**src/rtl/pdpu_exp_max_seq.sv**
```systemverilog
`default_nettype none
// ============================================================================
// Module   : pdpu_exp_max_seq (+ pdpu_comp_tree)
// Brief    : Streams an exponent vector N lanes per beat through one shared
//            comparator tree and reports the vector-wide signed maximum.
// Revision : 1.0 - initial release
// ============================================================================

module pdpu_comp_tree #(
  parameter int N     = 4,
  parameter int WIDTH = 8
) (
  input  logic [N*(WIDTH+1)-1:0] exp_i,
  output logic signed [WIDTH:0]  max_o
);

  always_comb begin
    max_o = exp_i[WIDTH:0];
    for (int i = 1; i < N; i++) begin
      if ($signed(exp_i[i*(WIDTH+1) +: WIDTH+1]) > max_o) begin
        max_o = exp_i[i*(WIDTH+1) +: WIDTH+1];
      end
    end
  end

endmodule

module pdpu_exp_max_seq #(
  parameter int N         = 4,
  parameter int WIDTH     = 8,
  parameter int MAX_BEATS = 16,
  localparam int CW       = $clog2(MAX_BEATS + 1)
) (
  input  logic                   clk_i,
  input  logic                   rst_ni,
  input  logic                   in_valid_i,
  output logic                   in_ready_o,
  input  logic [N*(WIDTH+1)-1:0] exp_i,
  input  logic [N-1:0]           mask_i,
  input  logic                   last_i,
  output logic                   out_valid_o,
  input  logic                   out_ready_i,
  output logic signed [WIDTH:0]  max_exp_o,
  output logic                   empty_o,
  output logic [CW-1:0]          beat_cnt_o,
  output logic                   ovf_o
);

  localparam logic signed [WIDTH:0] MIN_EXP = {1'b1, {WIDTH{1'b0}}};
  localparam logic [CW-1:0]         CNT_MAX = CW'(MAX_BEATS);

  typedef enum logic [1:0] {
    S_IDLE = 2'd0,
    S_ACC  = 2'd1,
    S_OUT  = 2'd2
  } state_t;

  state_t                  state;
  logic [N*(WIDTH+1)-1:0]  masked_exp;
  logic signed [WIDTH:0]   tree_max;
  logic                    any_en;

  // Disabled lanes become MIN so they can never win the comparison.
  for (genvar i = 0; i < N; i++) begin : g_lane
    assign masked_exp[i*(WIDTH+1) +: WIDTH+1] =
      mask_i[i] ? exp_i[i*(WIDTH+1) +: WIDTH+1] : MIN_EXP;
  end

  pdpu_comp_tree #(
    .N     (N),
    .WIDTH (WIDTH)
  ) u_tree (
    .exp_i (masked_exp),
    .max_o (tree_max)
  );

  assign any_en = |mask_i;

  always_ff @(posedge clk_i) begin
    if (!rst_ni) begin
      state       <= S_IDLE;
      in_ready_o  <= 1'b1;
      out_valid_o <= 1'b0;
      max_exp_o   <= MIN_EXP;
      empty_o     <= 1'b1;
      beat_cnt_o  <= '0;
      ovf_o       <= 1'b0;
    end else begin
      case (state)
        S_IDLE: begin
          if (in_valid_i) begin
            max_exp_o  <= tree_max;
            beat_cnt_o <= CW'(1);
            empty_o    <= ~any_en;
            ovf_o      <= 1'b0;
            if (last_i) begin
              state       <= S_OUT;
              in_ready_o  <= 1'b0;
              out_valid_o <= 1'b1;
            end else begin
              state <= S_ACC;
            end
          end
        end
        S_ACC: begin
          if (in_valid_i) begin
            if (tree_max > max_exp_o) begin
              max_exp_o <= tree_max;
            end
            // Count saturates; a further non-final beat marks overflow.
            if (beat_cnt_o == CNT_MAX) begin
              if (!last_i) begin
                ovf_o <= 1'b1;
              end
            end else begin
              beat_cnt_o <= beat_cnt_o + CW'(1);
            end
            empty_o <= empty_o & ~any_en;
            if (last_i) begin
              state       <= S_OUT;
              in_ready_o  <= 1'b0;
              out_valid_o <= 1'b1;
            end
          end
        end
        S_OUT: begin
          if (out_ready_i) begin
            state       <= S_IDLE;
            in_ready_o  <= 1'b1;
            out_valid_o <= 1'b0;
            ovf_o       <= 1'b0;
          end
        end
        default: begin
          state       <= S_IDLE;
          in_ready_o  <= 1'b1;
          out_valid_o <= 1'b0;
        end
      endcase
    end
  end

endmodule
`default_nettype wire

```
**config.mk**
```make
export PLATFORM = sky130hd
export DESIGN_NAME = pdpu_exp_max_seq
export DESIGN_NICKNAME = d
export VERILOG_FILES = /design/src/rtl/pdpu_exp_max_seq.sv
export SDC_FILE = /design/constraint.sdc
export NUM_CORES = 1
export LEC_CHECK = 0
export CORE_MARGIN = 5
export CORE_UTILIZATION = 30
export DETAILED_ROUTE_END_ITERATION = 8
export DONT_BUFFER_PORTS = 1
export PLACE_DENSITY = 0.5
export SLEW_MARGIN = 15
export SYNTH_ARGS = -nofsm -noshare
export SYNTH_HDL_FRONTEND = slang
export SYNTH_SLANG_ARGS = --single-unit
```
**constraint.sdc**
```tcl
create_clock -name clk_i -period 14.3 [get_ports clk_i]
set_clock_uncertainty 0.1 [all_clocks]
set_input_delay 4.29 -clock clk_i [delete_from_list [all_inputs] [get_ports clk_i]]
set_output_delay 4.29 -clock clk_i [all_outputs]
set_load 0.05 [all_outputs]
```
==> run_results.csv, run 1 <==
group,metric,value,unit
setup_path,cp_common_cell,"ha_1",
routing,detail-route-antenna-nets,0,
setup_path,cp_data_arrival_time,12.09,ns
sta,hold_viol_final,0,
synth,syn_inst,325,
flow_run,cap_violations,0,
floorplanning,core_area,0.00818,mm²
sta,worst_slew_pin_slew,1.10,ns
clock_network,root_buffer,"clkbuf_8",
setup_path,critical-path-slowest-cell,"a32oi_1",
routing,drc_errors,0,
pwr,comb_power_share,0.571,
finish,fin_cells,425,
synth,synthSimpleGateAreaFrac,0.264,
floorplanning,die_area,0.0103,mm²
routing,wire_per_inst,17.4,µm
synth,synth_top_family_by_area,"simple AND/OR/NAND/NOR gates",
synth,post_synth.cell_area_avg,7.73,µm²
sta,finalSetupViolations,0,
routing,drt-total-wl,7.39,mm
synth,synth_compound_area_frac,0.263,
clock_network,cts_max_level,1,
grt,use_met1,0.183,
synth,synth_xor_xnor_area_share,0.0105,
pwr,swShare,0.475,
place,gp_congestion,0.850,
pwr,switchingPower,0.000143,W
pwr,ir_drop,0.0322,mV
grt,grt_max_degree,17,
place,io_buffer_count,0,
clock_network,cts_resized,0,
synth,synth_flop_cell,"dfxtp_1",
place,dp_hpwl,6.38,mm
sta,max_freq,0.0829,GHz
synth,yosysSeqAreaShare,0.159,
synth,async_reset_ff_frac,0,
setup_path,cp.required,14.33,ns
finish,diodes,0,
synth,synth_edf_count,0,
setup_path,crit_fanout,16,
floorplanning,rows,33,
clock_network,post-cts-setup-buffers,0,
synth,synth_mux_area_frac,0.0658,
routing,vias,2388,
floorplanning,fp.dieW,101,µm
sta,rsz0062_at_grt,"false",
finish,fin_nets,401,
routing,drt_iter0_markers,92,
floorplanning,die_h,101,µm
floorplanning,start_util,0.307,
pwr,p_int,0.000158,W
setup_path,crit_path_start_kind,"input pin",
pwr,clock_power_share,0.141,
grt,grt_util_met2,0.251,
floorplanning,ios,63,
finish,nFillCells,889,
grt,use_met3,0.0282,
synth,yosysTopAreaCell,"ha_1",
setup_path,slowest_delay,0.83,ns
finish,regArea,400,µm²
routing,viasPerCell,5.62,
clock_network,cts_tree,"built",
grt,grt_pass1_vias,2413,
worst_hold_path,hold_path.class,"flop to flop",
sta,report.final.slew_viol_count,0,
grt,grt.total_usage,0.143,
synth,yosysWarnings,0,
finish,syn_to_final_growth,5.33,%
synth,synth.cell_area,0.00251,mm²
grt,grt_pass1_wl,11.8,mm
synth,synth_seq_cells,20,
finish,drive_above_1_share,0.0781,
sta,finalCriticalPeriod,12.07,ns
synth,synth.distinct_cells,56,
clock_network,cts_sinks,20,
sta,finalSetupTns,0,ns
grt,grt-busiest-layer,"met2",
routing,firstDrtPassIters,4,
outcome,status,"complete, no violations",
pwr,cellPowerDensity,114,mW/mm²
finish,layout_common_cells,"nand2_1, ha_1, inv_1",
synth,synth_top_area_share,0.174,
clock_network,clock_path_buffers,2,
grt,antenna_found_initial,0,
pwr,seqPwrFrac,0.288,
clock_network,clk_latency,0.25,ns
grt,grt_overflow,0,
synth,synthAdderAreaFrac,0.174,
finish,multi_input_area,0.00195,mm²
setup_path,criticalPathCategory,"input pin to flop",
finish,layout_commonest_cell,"nand2_1",
sta,slew_headroom,0.268,
synth,synth_area_leaders,"ha_1, dfxtp_1, nand2_1",
synth,synth_nets,405,
setup_path,crit_path_end_kind,"flop",
clock_network,clkSlewWorstSetupHoldPaths,0.07,ns
pwr,power.static_leakage,1.12,nW
clock_network,cts_hold_buf,0,
place,place_inst,421,
sta,min_period_over_period,0.844,
clock_network,cts_made_buffers,3,
flip-flops by register name, summed over array words and instances (netlist names):
signal       count
beat_cnt_o       5
empty_o          1
in_ready_o       1
max_exp_o        9
out_valid_o      1
ovf_o            1
state            2
worst paths after layout:
| path | from | to | slack [ns] | depth (start not counted) |
|---|---|---|---|---|
| setup / recovery | mask_i[1] | max_exp_o[0] | 2.23 | 30 |
| hold / removal | state[1] | state[1] | 0.45 | 2 |
| setup reg to reg | max_exp_o[3] | max_exp_o[0] | 11.62 | 9 |
| hold reg to reg | state[1] | state[1] | 0.45 | 2 |
metal layers:
metal	vias to the layer above	wire, µm
met1	1116	3310
li1	1191	-
met2	74	3480
met3	7	536
met4	0	61
met5	-	0
Yosys cell counts, types with 9 or more instances:
master,count
nor2b_1,12
nor2_1,19
and2_1,13
nand2_1,36
nand3_1,15
a211oi_1,10
ha_1,35
inv_1,26
a21oi_1,9
o21ai_0,16
dfxtp_1,20
mux2i_1,9
a31oi_1,9
power by group through the flow:
stage | clock network [W] | registers [W] | logic (W)
2_1_floorplan | 0 | 0.0000851 | 0.000139
3_3_place_gp | 0 | 0.0000886 | 0.000169
3_5_place_dp | 0 | 0.0000885 | 0.000171
4_1_cts | 0.0000442 | 0.0000872 | 0.000171
5_1_grt | 0.0000459 | 0.0000879 | 0.000193
6_report | 0.0000424 | 0.0000866 | 0.000171
metrics by stage:
step	hold WS [ns]	util	total power (W)	area (µm²)	setup WS [ns]
after global routing	0.515	0.324	0.000327	2650	1.53
after CTS	0.447	0.324	0.000303	2650	2.33
after floorplan	0.397	-	0.000224	2510	3.03
after detailed placement	0.435	0.317	0.000259	2590	2.07
after global placement	0.434	0.317	0.000258	2590	2.14
final	0.449	0.324	0.000300	2650	2.23
final cells by class:
class                      instances  area share
tap                              105      0.0497
multi-input combinational        269       0.738
inverter                          26      0.0369
sequential                        20       0.151
timing repair buffer               1     0.00284
clock buffer                       4      0.0208
cells by family after synthesis:
family	Yosys count
xor+xnor	3
flops	20
buf+inv	36
fa+ha+maj	35
simple gates	126
mux	15
compound gates	90
critical path, delay by kind of cell:
kind | cells | cell delay (ns)
AND/OR/NAND/NOR | 11 | 2.84
AO/OA/AOI/OAI | 11 | 2.74
buffers and inverters | 2 | 0.28
multiplexers | 2 | 0.74
adder cells (fa/ha/maj) | 4 | 1.19
(Power assumes the default switching activity.)
==> run 2, diff against run 1 <==
Clock period 14.3 ns to 11.21 ns, I/O delays scaled along.
==> run 2 against run 1 <==
Compared with the run above:
- clock power is 27% higher
- first-iteration DRC count is 20% lower
- wire length is 0.46% higher
- via count is 0.42% higher
- global-route usage is 0.057 points higher
- cell area is 0.57% higher
- critical path depth stayed put
- die area stayed put
- non-clock buffer count is 2 higher
- critical path type unchanged
- largest cell class unchanged
==> run_results.csv, run 2 (synthesis gave the netlist of run 1 again) <==
group,metric,value,unit
grt,grt_max_degree,19,
finish,top_regs,"max_exp_o (9), beat_cnt_o (5), state (2)",
setup_path,critPathLaunch,"mask_i[1]",
grt,grt.total_usage,0.143,
setup_path,critical-path-slowest-cell,"nor2_1",
sta,finalCriticalPeriod,10.46,ns
clock_network,cts_max_level,1,
sta,max_freq,0.0956,GHz
clock_network,cts_resized,0,
floorplanning,core_area,0.00818,mm²
clock_network,root_buffer,"clkbuf_8",
clock_network,clock_path_buffers,2,
sta,finalSetupTns,0,ns
sta,finalSetupViolations,0,
clock_network,cts_hold_buf,0,
grt,grt_overflow,0,
sta,slew_headroom,0.532,
setup_path,cp_common_cell,"ha_1",
setup_path,criticalPathCategory,"input pin to flop",
setup_path,r2r_start,"max_exp_o[3]",
sta,layout_setup_ws,0.751,ns
clock_network,cts_made_buffers,3,
finish,drive_above_1_share,0.0839,
setup_path,crit_path_start_kind,"input pin",
grt,antenna_found_initial,0,
worst_hold_path,min_from,"state[1]",
routing,drt_iter0_markers,74,
finish,layout_commonest_cell,"nand2_1",
place,io_buffer_count,0,
routing,viasPerCell,5.62,
finish,fin_util,0.325,
sta,holdWs,0.457,ns
setup_path,crit_path_end_kind,"flop",
finish,layout_common_cells,"nand2_1, ha_1, inv_1",
floorplanning,ios,63,
finish,syn_to_final_growth,5.93,%
finish,fin_nets,403,
routing,drt-total-wl,7.42,mm
floorplanning,fp.dieW,101,µm
clock_network,clk_latency,0.25,ns
grt,grt_pass1_wl,11.8,mm
sta,min_period_over_period,0.933,
clock_network,cts_sinks,20,
floorplanning,rows,33,
floorplanning,die_h,101,µm
outcome,status,"complete, no violations",
finish,nFillCells,890,
flow_run,cap_violations,0,
setup_path,crit_fanout,18,
setup_path,slowest_delay,0.56,ns
place,gp_congestion,0.842,
pwr,ir_drop,0.0426,mV
finish,max_flop_register,"max_exp_o",
sta,hold_viol_final,0,
clock_network,cts_tree,"built",
clock_network,clkSlewWorstSetupHoldPaths,0.07,ns
finish,largest_reg_flops,9,
sta,report.final.slew_viol_count,0,
place,dp_hpwl,6.32,mm
routing,wire_per_inst,17.4,µm
pwr,totalPowerFinal,0.000383,W
finish,multi_input_area,0.00195,mm²
pwr,power.static_leakage,1.13,nW
sta,worst_slew_pin_slew,0.700,ns
routing,vias,2398,
grt,grt_pass1_vias,2422,
finish,diodes,0,
routing,detail-route-antenna-nets,0,
pwr,cellPowerDensity,144,mW/mm²
clock_network,post-cts-setup-buffers,0,
routing,firstDrtPassIters,4,
floorplanning,die_area,0.0103,mm²
worst_hold_path,whs_path_depth,2,
worst_hold_path,hold_path.class,"flop to flop",
setup_path,ff2ff_path_depth,9,
floorplanning,start_util,0.307,
setup_path,cp_data_arrival_time,10.51,ns
finish,regArea,400,µm²
routing,drc_errors,0,
place,dp_slack,0.578,ns
sta,rsz0062_at_grt,"false",
setup_path,cp.required,11.27,ns
## run 2: changes by cell type in the layout (fill, tap and decap cells not counted), sizes merged
cell,change
buf,+2
## run 2: final cells by class
cell class	instances	share of cell area
multi-input combinational	269	0.734
sequential	20	0.151
tap	105	0.0494
inverter	26	0.0367
clock buffer	4	0.0207
timing repair buffer	3	0.00847
## run 2: path summary, 6_finish.rpt
| kind | endpoint | slack (ns) |
|---|---|---|
| worst max-delay path | max_exp_o[8] | 0.75 |
| worst max register to register | max_exp_o[8] | 8.54 |
| worst min register to register | state[1] | 0.46 |
| worst min-delay path | state[1] | 0.46 |
## run 2: through the flow
stage | cells | instance area, µm²
finish | 427 | 2660
detailed placement | 423 | 2610
global placement | 423 | 2610
global route | 427 | 2660
CTS | 427 | 2660
floorplan | 325 | 2510
## run 2: layer usage
layer,part of all wire,up-vias,GRT usage
met1,0.47,1108,0.194
met4,0.015,0,0.0358
li1,-,1193,-
met2,0.45,87,0.240
met5,0,-,0
met3,0.067,10,0.0186
## run 2: report_power, final
group	switching, W	leakage [nW]	total [W]	internal [W]
combinational	0.000126	0.940	0.000219	0.0000924
clock	0.0000226	0.0288	0.0000538	0.0000312
sequential	0.0000322	0.164	0.000111	0.0000784
total	0.000181	1.13	0.000383	0.000202
## run 2: worst max-delay path, delay by kind of cell
kind	cells	cell delay, ns
buffers and inverters	2	0.27
AO/OA/AOI/OAI	12	2.78
multiplexers	2	0.73
adder cells (fa/ha/maj)	4	1.17
AND/OR/NAND/NOR	10	2.19
==> run 3, diff against run 2 <==
Settings changed: CORE_ASPECT_RATIO set to 0.6, CORE_MARGIN 5 to 2, CTS_CLUSTER_SIZE set to 14.
==> run 3 against run 2 <==
Compared with the run above:
- critical path depth is 4 higher
- global-route usage is 2.6 points higher
- register-to-register slack worse by 0.16 ns
- worst hold slack got worse by 0.013 ns
- cell area is 1.5% higher
- maximum frequency shrank 0.82%
- sequential share of layout area down 0.22 points
- clock-buffer cell count decreased by 1
- sequential power hardly changed
- critical path type unchanged
- highest routed layer is now met3
==> run_results.csv, run 3 (synthesis gave the netlist of run 1 again) <==
group,metric,value,unit
worst_hold_path,hold_path.class,"flop to flop",
sta,max_freq,0.0948,GHz
flow_run,cap_violations,0,
grt,grt.total_usage,0.170,
clock_network,cts_hold_buf,0,
setup_path,critical-path-slowest-cell,"nor3_2",
finish,drive_above_1_share,0.0867,
clock_network,root_buffer,"clkbuf_16",
outcome,status,"complete, no violations",
place,dp_slack,0.488,ns
clock_network,cts_made_buffers,3,
grt,grt_pass1_wl,11.8,mm
finish,fin_nets,405,
clock_network,clk_latency,0.25,ns
routing,wire_per_inst,18.2,µm
routing,viasPerCell,5.52,
sta,worst_slew_pin_slew,0.642,ns
floorplanning,core_area,0.00801,mm²
sta,report.final.slew_viol_count,0,
sta,hold_viol_final,0,
routing,detail-route-antenna-nets,0,
pwr,comb_power_share,0.554,
grt,grt_pass1_vias,2118,
floorplanning,fp.dieW,122,µm
grt,antenna_found_initial,0,
pwr,p_int,0.000221,W
sta,holdWs,0.444,ns
pwr,switchingPower,0.000190,W
sta,finalCriticalPeriod,10.55,ns
floorplanning,start_util,0.314,
pwr,swShare,0.462,
routing,drt-total-wl,7.85,mm
sta,finalSetupTns,0,ns
floorplanning,rows,25,
sta,slew_headroom,0.571,
grt,grt_max_degree,16,
grt,grt_overflow,0,
routing,drc_errors,0,
clock_network,clock_path_buffers,2,
finish,fin_cells,431,
finish,syn_to_final_growth,7.47,%
sta,min_period_over_period,0.941,
pwr,power.static_leakage,1.15,nW
setup_path,crit_path_end_kind,"flop",
sta,layout_setup_ws,0.664,ns
routing,firstDrtPassIters,5,
routing,vias,2377,
clock_network,cts_resized,0,
setup_path,cp_data_arrival_time,10.59,ns
finish,fin_util,0.337,
sta,finalSetupViolations,0,
setup_path,ff2ff_path_depth,10,
finish,top_regs,"max_exp_o (9), beat_cnt_o (5), state (2)",
pwr,cellPowerDensity,152,mW/mm²
clock_network,cts_tree,"built",
finish,layout_common_cells,"nand2_1, ha_1, inv_1",
pwr,seqPwrFrac,0.271,
setup_path,r2r-end,"max_exp_o[8]",
setup_path,criticalPathCategory,"input pin to flop",
finish,diodes,0,
floorplanning,die_area,0.00914,mm²
place,place_inst,428,
place,gp_congestion,0.928,
setup_path,crit_fanout,15,
worst_hold_path,whs_path_depth,2,
clock_network,cts_sinks,20,
finish,layout_commonest_cell,"nand2_1",
pwr,clock_power_share,0.175,
finish,largest_reg_flops,9,
place,dp_hpwl,6.64,mm
pwr,ir_drop,0.0508,mV
setup_path,slowest_delay,0.43,ns
worst_hold_path,min_from,"state[1]",
setup_path,r2r_start,"max_exp_o[3]",
finish,max_flop_register,"max_exp_o",
floorplanning,ios,63,
setup_path,reg2reg_setup_slack,8.38,ns
place,io_buffer_count,0,
setup_path,cp.required,11.25,ns
floorplanning,die_h,74.9,µm
clock_network,clkSlewWorstSetupHoldPaths,0.05,ns
clock_network,cts_max_level,1,
setup_path,crit_path_start_kind,"input pin",
routing,drt_iter0_markers,221,
sta,rsz0062_at_grt,"false",
worst_hold_path,min_to,"state[1]",
clock_network,post-cts-setup-buffers,0,
[run 3: layer usage]
layer	wire (µm)	part of all wire	track usage	vias up
li1	-	-	-	1197
met1	4220	0.54	0.282	1079
met2	2810	0.36	0.215	101
met3	820	0.10	0.0500	0
met4	0	0	0.00383	0
met5	0	0	0	-
[run 3: power groups by stage]
stage,Sequential [W],Combinational [W],Clock (W)
global placement,0.000113,0.000227,0
CTS,0.000111,0.000226,0.0000739
floorplan,0.000109,0.000177,0
global route,0.000113,0.000254,0.0000766
finish,0.000111,0.000228,0.0000718
detailed placement,0.000113,0.000224,0
[run 3: worst max path at each step]
stage | cells past startpoint | startpoint | endpoint
after global routing | 34 | mask_i[1] | max_exp_o[8]
final | 34 | mask_i[1] | max_exp_o[8]
after CTS | 34 | mask_i[1] | max_exp_o[8]
after global placement | 34 | mask_i[1] | max_exp_o[8]
after detailed placement | 34 | mask_i[1] | max_exp_o[8]
after floorplan | 35 | mask_i[1] | max_exp_o[0]
[run 3: layout make-up]
cell class                 count  area (µm²)
fill                         896        5310
multi-input combinational    269        1950
sequential                    20         400
tap                          108         135
inverter                      26        97.6
clock buffer                   3        75.1
timing repair buffer           5        37.5
[run 3: metrics by stage]
stage	cell area [µm²]	power [W]
floorplan	2510	0.000286
global placement	2620	0.000340
detailed placement	2620	0.000337
CTS	2700	0.000411
global route	2700	0.000443
finish	2700	0.000411
[run 3: critical path: cells and delay by family]
kind	cells	cell delay [ns]
buffers and inverters	5	0.85
AND/OR/NAND/NOR	11	1.84
AO/OA/AOI/OAI	12	2.69
adder cells (fa/ha/maj)	4	1.17
multiplexers	2	0.69
